File: src/rtl/cpu_pkg.sv
// Shared types for the processor memory path: FSM state and owner encodings.
package cpu_pkg;

  localparam int AW_DEF = 16;
  localparam int DW_DEF = 16;

  typedef enum logic [1:0] {
    ST_IDLE   = 2'd0,
    ST_ACCESS = 2'd1,
    ST_WAIT   = 2'd2,
    ST_RESP   = 2'd3
  } state_e;

  typedef enum logic {
    OWN_IF = 1'b0,
    OWN_LS = 1'b1
  } owner_e;

endpackage

File: src/rtl/mem_arb_pick.sv
// Winner select for the memory port; MEM_ARB_RR_EN selects strict alternation,
// otherwise LS priority with an IF starvation guard.
module mem_arb_pick
  import cpu_pkg::*;
#(
  parameter int STARVE_MAX = 4
) (
  input  logic clk,
  input  logic reset,
  input  logic en_i,
  input  logic if_req_i,
  input  logic ls_req_i,
  output logic if_win_o,
  output logic ls_win_o
);

  logic both;
  logic if_only;
  logic ls_only;

  assign both    = if_req_i & ls_req_i;
  assign if_only = if_req_i & ~ls_req_i;
  assign ls_only = ls_req_i & ~if_req_i;

`ifdef MEM_ARB_RR_EN
  owner_e last_q, last_d;

  always_comb begin
    if_win_o = 1'b0;
    ls_win_o = 1'b0;
    last_d   = last_q;
    if (en_i) begin
      unique case (1'b1)
        both: begin
          if (last_q == OWN_IF) ls_win_o = 1'b1;
          else                  if_win_o = 1'b1;
        end
        ls_only: ls_win_o = 1'b1;
        if_only: if_win_o = 1'b1;
        default: ;
      endcase
    end
    if (if_win_o) last_d = OWN_IF;
    if (ls_win_o) last_d = OWN_LS;
  end

  always_ff @(posedge clk or negedge reset) begin
    if (!reset) last_q <= OWN_IF;
    else        last_q <= last_d;
  end
`else
  logic [3:0] starve_q, starve_d;
  logic       force_if;

  assign force_if = (starve_q == 4'(STARVE_MAX));

  always_comb begin
    if_win_o = 1'b0;
    ls_win_o = 1'b0;
    starve_d = starve_q;
    if (en_i) begin
      unique case (1'b1)
        both: begin
          if (force_if) if_win_o = 1'b1;
          else          ls_win_o = 1'b1;
        end
        ls_only: ls_win_o = 1'b1;
        if_only: if_win_o = 1'b1;
        default: ;
      endcase
      // a denied IF in a tie ages; any IF win resets the guard
      if (both && !if_win_o) starve_d = starve_q + 4'd1;
      if (if_win_o)          starve_d = '0;
    end
  end

  always_ff @(posedge clk or negedge reset) begin
    if (!reset) starve_q <= '0;
    else        starve_q <= starve_d;
  end
`endif

endmodule

File: src/rtl/mem_port_arbiter.sv
// Single-port memory sequencer shared by instruction fetch and load/store.
// Define MEM_ARB_RR_EN for round-robin arbitration instead of LS priority.
module mem_port_arbiter
  import cpu_pkg::*;
#(
  parameter int AW          = AW_DEF,
  parameter int DW          = DW_DEF,
  parameter int WAIT_CYCLES = 1,
  parameter int STARVE_MAX  = 4
) (
  input  logic          clk,
  input  logic          reset,
  input  logic          if_req,
  input  logic [AW-1:0] if_addr,
  output logic          if_gnt,
  output logic          if_rvalid,
  output logic [DW-1:0] if_rdata,
  input  logic          ls_req,
  input  logic          ls_we,
  input  logic [AW-1:0] ls_addr,
  input  logic [DW-1:0] ls_wdata,
  output logic          ls_gnt,
  output logic          ls_rvalid,
  output logic [DW-1:0] ls_rdata,
  output logic          mem_en,
  output logic          mem_we,
  output logic [AW-1:0] mem_addr,
  output logic [DW-1:0] mem_wdata,
  input  logic [DW-1:0] mem_rdata,
  output logic          busy
);

  localparam logic [2:0] WAIT_LAST = 3'(WAIT_CYCLES - 1);

  state_e        state_q;
  owner_e        owner_q;
  logic          we_q;
  logic [2:0]    wait_q;
  logic          mem_en_q;
  logic          mem_we_q;
  logic [AW-1:0] mem_addr_q;
  logic [DW-1:0] mem_wdata_q;
  logic          if_rvalid_q;
  logic          ls_rvalid_q;
  logic [DW-1:0] if_rdata_q;
  logic [DW-1:0] ls_rdata_q;
  logic          if_win;
  logic          ls_win;
  logic          arb_en;
  logic          last_wait;

  assign arb_en = (state_q == ST_IDLE);

  mem_arb_pick #(
    .STARVE_MAX(STARVE_MAX)
  ) u_pick (
    .clk     (clk),
    .reset   (reset),
    .en_i    (arb_en),
    .if_req_i(if_req),
    .ls_req_i(ls_req),
    .if_win_o(if_win),
    .ls_win_o(ls_win)
  );

  // cycle on which mem_rdata is valid for the in-flight access
  assign last_wait = (WAIT_CYCLES == 0)
                   ? (state_q == ST_ACCESS)
                   : (state_q == ST_WAIT && wait_q == WAIT_LAST);

  always_ff @(posedge clk or negedge reset) begin
    if (!reset) begin
      state_q     <= ST_IDLE;
      owner_q     <= OWN_IF;
      we_q        <= 1'b0;
      wait_q      <= '0;
      mem_en_q    <= 1'b0;
      mem_we_q    <= 1'b0;
      mem_addr_q  <= '0;
      mem_wdata_q <= '0;
      if_rvalid_q <= 1'b0;
      ls_rvalid_q <= 1'b0;
      if_rdata_q  <= '0;
      ls_rdata_q  <= '0;
    end else begin
      mem_en_q    <= 1'b0;
      mem_we_q    <= 1'b0;
      if_rvalid_q <= 1'b0;
      ls_rvalid_q <= 1'b0;
      unique case (state_q)
        ST_IDLE: begin
          if (if_win || ls_win) begin
            owner_q    <= ls_win ? OWN_LS : OWN_IF;
            we_q       <= ls_win & ls_we;
            mem_en_q   <= 1'b1;
            mem_we_q   <= ls_win & ls_we;
            mem_addr_q <= ls_win ? ls_addr : if_addr;
            if (ls_win) mem_wdata_q <= ls_wdata;
            state_q    <= ST_ACCESS;
          end
        end
        ST_ACCESS: begin
          wait_q  <= '0;
          state_q <= (WAIT_CYCLES == 0) ? ST_RESP : ST_WAIT;
        end
        ST_WAIT: begin
          if (last_wait) state_q <= ST_RESP;
          else           wait_q  <= wait_q + 3'd1;
        end
        ST_RESP: state_q <= ST_IDLE;
      endcase
      if (last_wait && !we_q) begin
        if (owner_q == OWN_LS) begin
          ls_rvalid_q <= 1'b1;
          ls_rdata_q  <= mem_rdata;
        end else begin
          if_rvalid_q <= 1'b1;
          if_rdata_q  <= mem_rdata;
        end
      end
    end
  end

  assign if_gnt    = if_win;
  assign ls_gnt    = ls_win;
  assign if_rvalid = if_rvalid_q;
  assign ls_rvalid = ls_rvalid_q;
  assign if_rdata  = if_rdata_q;
  assign ls_rdata  = ls_rdata_q;
  assign mem_en    = mem_en_q;
  assign mem_we    = mem_we_q;
  assign mem_addr  = mem_addr_q;
  assign mem_wdata = mem_wdata_q;
  assign busy      = (state_q != ST_IDLE);

endmodule
File: config.mk
export PLATFORM = sky130hd
export DESIGN_NAME = mem_port_arbiter
export DESIGN_NICKNAME = d
export VERILOG_FILES = /design/src/rtl/cpu_pkg.sv /design/src/rtl/mem_arb_pick.sv /design/src/rtl/mem_port_arbiter.sv
export SDC_FILE = /design/constraint.sdc
export NUM_CORES = 1
export LEC_CHECK = 0
export CORE_ASPECT_RATIO = 1.75
export CORE_MARGIN = 2
export CORE_UTILIZATION = 38
export DETAILED_ROUTE_END_ITERATION = 6
export PLACE_DENSITY = 0.75
export SKIP_CTS_REPAIR_TIMING = 1
export SYNTH_ARGS = -nofsm -noshare
export SYNTH_HDL_FRONTEND = slang
export SYNTH_SLANG_ARGS = --single-unit
export TNS_END_PERCENT = 5
File: constraint.sdc
create_clock -name clk -period 2.27 [get_ports clk]
set_input_delay 0.681 -clock clk [delete_from_list [all_inputs] [get_ports clk]]
set_output_delay 0.681 -clock clk [all_outputs]
set_load 0.03 [all_outputs]
## After elaboration in Yosys (flattened, before gate mapping)

Index checks and enable logic that the tools add are counted.

| cells by class | value |
|---|---|
| reduce and logical (&&, ||, !) cells | 18 |
| add/subtract/negate cells | 2 |
| bitwise gates (word level) | 7 |
| eq/ne operators | 7 |
| mux-type cells | 24 |

Operator list:

| kind | number |
|---|---|
| 2-to-1 mux 16 bit | 1 |
| 2-to-1 mux 1 bit | 14 |
| AND reduction 2 bit | 6 |
| 2-to-1 mux 4 bit | 2 |
| one-hot mux 2 bit (4 select lines) | 1 |
| one-hot mux 3 bit (2 select lines) | 1 |
| nonzero test 2 bit | 3 |
| adder 4 x 1 -> 4 bit (second input constant) | 1 |
| bitwise AND 1 bit | 4 |
| == test 2 bit (second input constant) | 2 |
| == test 4 x 3 -> 1 bit (second input constant) | 1 |
| 2-to-1 mux 2 bit | 2 |
| inequality test 2 bit (second input constant) | 2 |
| one-hot mux 1 bit (2 select lines) | 2 |
| adder 3 x 1 -> 3 bit (second input constant) | 1 |
| logical AND 1 bit | 3 |
| logical NOT 3 bit | 1 |
| 2-to-1 mux 3 bit | 1 |
| NOT 1 bit | 3 |
| AND reduction 3 bit | 1 |
| == test 2 x 1 -> 1 bit (second input constant) | 1 |
| logical NOT 1 bit | 2 |
| logical NOT 2 bit | 1 |
| inequality test 2 x 1 -> 1 bit (second input constant) | 1 |
| logical OR 1 bit | 1 |

| storage, ports and cells | value |
|---|---|
| input bits | 69 |
| register bits after elaboration | 79 |
| output and inout bits | 71 |

## Longest topological paths before layout

| logic depth | value |
|---|---|
| word-level depth | 8 |
| mapped depth | 8 |
| depth with buffers taken out | 6 |

## By module

Synthesis repeated with hierarchy kept, for this count alone.

| second synthesis, totals | value |
|---|---|
| cell total of the unflattened synthesis | 248 |
| area, all modules | 3359.5 µm² |

Modules (own cells, without submodules):

| module | seq. area each (µm²) | instances | cells an instance | area each (µm²) |
|---|---|---|---|---|
| mem_port_arbiter | 1876.8 | 1 | 218 | 3099.2 |
| mem_arb_pick | 100.1 | 1 | 30 | 260.2 |

## Least setup slack after synthesis

Ideal clock, no wire load.

| timing path | value |
|---|---|
| kind | input to output |
| from | in if_req |
| to | out if_gnt |
| data required time | 1.589 ns |
| data arrival time | 1.616 ns |
| setup slack | -0.027 ns |
| stages | 3 |
| cells stage by stage | clkbuf_1 nand2_1 a21oi_1 |

| on the way | value |
|---|---|
| longest elaborated chain between the ends | 4 |
| elaborated cells between the ends (all ways) | 5 |
| those cells by class | 3 x mux; 2 x bitwise |

Ends and longest elaborated chain:

| item | line | RTL |
|---|---|---|
| from (decl) | mem_port_arbiter.sv:13 | `input logic if_req,` |
| bitwise AND 1 bit, on equally long branches | mem_arb_pick.sv:22, mem_arb_pick.sv:21 |  |
| one-hot mux 1 bit (2 select lines) (*) | mem_arb_pick.sv:62 | `unique case (1'b1)` |
| 2-to-1 mux 1 bit (*) (2 in series) | mem_arb_pick.sv:61 | `if (en_i) begin` |
| to (decl) | mem_port_arbiter.sv:15 | `output logic if_gnt,` |

Every way passes the cells marked *; elsewhere a longest branch is shown, timed or not. The select of a mux whose other input is x is not followed.

## Worst setup path in the final report

| timing path | value |
|---|---|
| from | in if_req |
| to | out ls_gnt |

| on the way | value |
|---|---|
| longest elaborated chain between the ends | 4 |
| elaborated cells between the ends (all ways) | 5 |
| those cells by class | 2 x mux; 3 x bitwise |

Ends and longest elaborated chain:

| item | line | RTL |
|---|---|---|
| NOT 1 bit | mem_arb_pick.sv:23 | `assign ls_only = ls_req_i & ~if_req_i;` |
| bitwise AND 1 bit | mem_arb_pick.sv:23 |  |
| one-hot mux 1 bit (2 select lines) (*) | mem_arb_pick.sv:62 |  |
| 2-to-1 mux 1 bit (*) | mem_arb_pick.sv:61 |  |
| to (decl) | mem_port_arbiter.sv:22 | `output logic ls_gnt,` |

Every way passes the cells marked *; elsewhere a longest branch is shown, timed or not.

==> results.toml <==
[global_routing]
grt_overflow = 0
grt_pass1_vias = 2881
grt_max_degree = 35
antenna_found_initial = 0
grt_util_all_layers_pct = 18.7
grt_pass1_wl_um = 13700

[setup_path]
cp_max_fo = 3
ff2ff_path_depth = 5
cp.arrival_ps = 1700
rrSetupSlack_ps = 290
r2r-end = "ls_rdata[12]"
critPathCaptureType = "primary output"
r2r_start = "wait_q[0]"
crit_type = "primary input to primary output"
cp-start-kind = "primary input"
cp.required_ps = 1590

[sta]
min_period_ps = 2390
hold_viol = 0
worst_slack_ps = -115
period_share_pct = 105
slew_violations = 0
whs_ps = 279
final.setup_skew_ps = 7.95
worst_slew_pin_slew_ps = 496
setup_viol = 2
max_freq_mhz = 419
maxSlewHeadroom_pct = 66.9
rsz0062_at_grt = "true"

[routing]
vias = 2709
drt_first_pass_iters = 4
drtIter0Drc = 59
totalWireLength_um = 8660
wire_per_inst_um = 16.1
vias_per_cell = 5.05
remaining_drc_errors = 0
final_antenna_net_count = 0

[layout]
final_cell_mix = "clkdlybuf4s50_1, dfrtp_1, mux2_2"
final_util_pct = 61.1
nets = 490
fillers = 717
layout_commonest_cell = "clkdlybuf4s50_1"
area_delta_synth_final_pct = 55.6
drive_gt1_share_pct = 21.5
fin_cells = 536
antenna_cells = 0

[place]
dpl.hpwl_um = 6560
place_inst = 520
place_ws_ps = -99.4
place_congestion = 0.888
portBuffers = 139

[yosys]
syn_inst = 264
avgSynthCellArea_um2 = 13.0
syn_area_mm2 = 0.00343
synthDistinctLibCells = 39
synth_nets = 340
synth.yosys.seq_area_share_pct = 57.7
ys_seq_elements = 79
yosys_warnings = 0

[clock_tree]
htreeDepth = 3
cts_buffers = 9
cts.clk_slew.worst_paths_ps = 60
insertion_delay_ps = 340
clock-sinks = 79
cts_tree = "done"
cts_root_buf = "clkbuf_16"
cts_buffer_depth = 2

[floorplan]
dieHeight_um = 130
rows = 45
fp.coreArea_mm2 = 0.00873
start_util_pct = 39.3
die_w_um = 75.8
dieArea_mm2 = 0.00983
ioPinCount = 140

[min_path]
hold_class = "primary input to async pin"

[pwr]
irDropWorstVdd_mv = 0.793
p_total_mw = 8.27
power.leakage_nw = 2.27
powerDensity_mw_per_mm2 = 1550

[flow_run]
maxCapViolations = 0

[run_status]
run_status = "finished, violations left"
violations = "negative setup slack"
-- critical path, cell delays in order --
cell and delay, ps:
clkdlybuf4s50_1 510, nand4b_1 140, nand3_1 130, inv_1 60, buf_4 170
-- report_power, final --
group | internal (mW) | switching [mW]
clock | 0.913 | 0.551
combinational | 2.02 | 2.33
sequential | 2.08 | 0.371
total | 5.02 | 3.25
-- logic make-up after synthesis --
| group | synth area share [%] |
|---|---|
| flip-flops | 57.7 |
| AO/OA/AOI/OAI | 11.6 |
| multiplexers | 17.4 |
| AND/OR/NAND/NOR | 6.02 |
| buffers and inverters | 4.23 |
| adder cells (fa/ha/maj) | 2.55 |
| XOR/XNOR | 0.511 |
-- cells in the mapped netlist, drive strengths merged --
cell     n  area [um2]
o31ai    1        7.51
and4b    1        10.0
o22a     1        8.76
nor3b    1        7.51
mux2    49         586
clkinv   1        3.75
o21ai   21         109
a21oi   18        90.1
dfrtp   79        1980
ha       7        87.6
or2b     1        7.51
xor2     1        8.76
a32o     2        20.0
nand3b   1        7.51
clkbuf   9        33.8
nand2    3        11.3
a22o     1        8.76
nor4b    1        23.8
mux2i    1        10.0
nor3     1        5.00
a41oi   16         140
nor2b    1        6.26
a21o     1        7.51
a22oi    1        7.51
nand3    3        15.0
inv     11        41.3
buf      8        66.3
and2     1        6.26
nand4b   1        8.76
or3      1        6.26
nor2    17        63.8
or4b     1        13.8
nand2b   1        13.8
xnor2    1        8.76
-- through the flow --
step           TNS [ps]  instance area [um2]
3_3_place_gp       -686                 5000
3_5_place_dp       -706                 5000
6_report           -148                 5340
4_1_cts            -344                 5310
2_1_floorplan         0                 3430
5_1_grt            -298                 5340
-- registers in the layout, summed over array words and instances (netlist names) --
| register | count |
|---|---|
| ls_rvalid | 1 |
| mem_en | 1 |
| state_q | 2 |
| ls_rdata | 16 |
| mem_wdata | 16 |
| owner_q | 1 |
| mem_we | 1 |
| if_rdata | 16 |
| u_pick.starve_q | 4 |
| we_q | 1 |
| mem_addr | 16 |
| if_rvalid | 1 |
| wait_q | 3 |
-- per-layer routing --
layer  vias to the layer above  track usage, %  part of all wire (%)
li1                       1254               -                     -
met4                         0            9.91                   3.1
met2                       119            31.5                    55
met1                      1317            20.2                    36
met5                         -               0                     0
met3                        19            6.07                   6.2
-- worst max path at each step --
stage / cells after the start / end / slack [ps] / startpoint
after global placement: 5 / ls_gnt / -90 / if_req
after CTS: 4 / busy / -140 / state_q[0]
final: 5 / ls_gnt / -120 / if_req
after global routing: 5 / ls_gnt / -200 / if_req
after detailed placement: 5 / ls_gnt / -100 / if_req
after floorplan: 5 / ls_gnt / 5 / if_req
-- layout make-up --
type	count	area, um2	share of cell area, %
sequential	79	1980	37.1
clock inverter	4	53.8	1.01
multi-input combinational	156	1320	24.7
tap	117	146	2.74
inverter	12	45.0	0.844
clock buffer	12	256	4.81
timing repair buffer	156	1540	28.8
(Power assumes the default switching activity.)
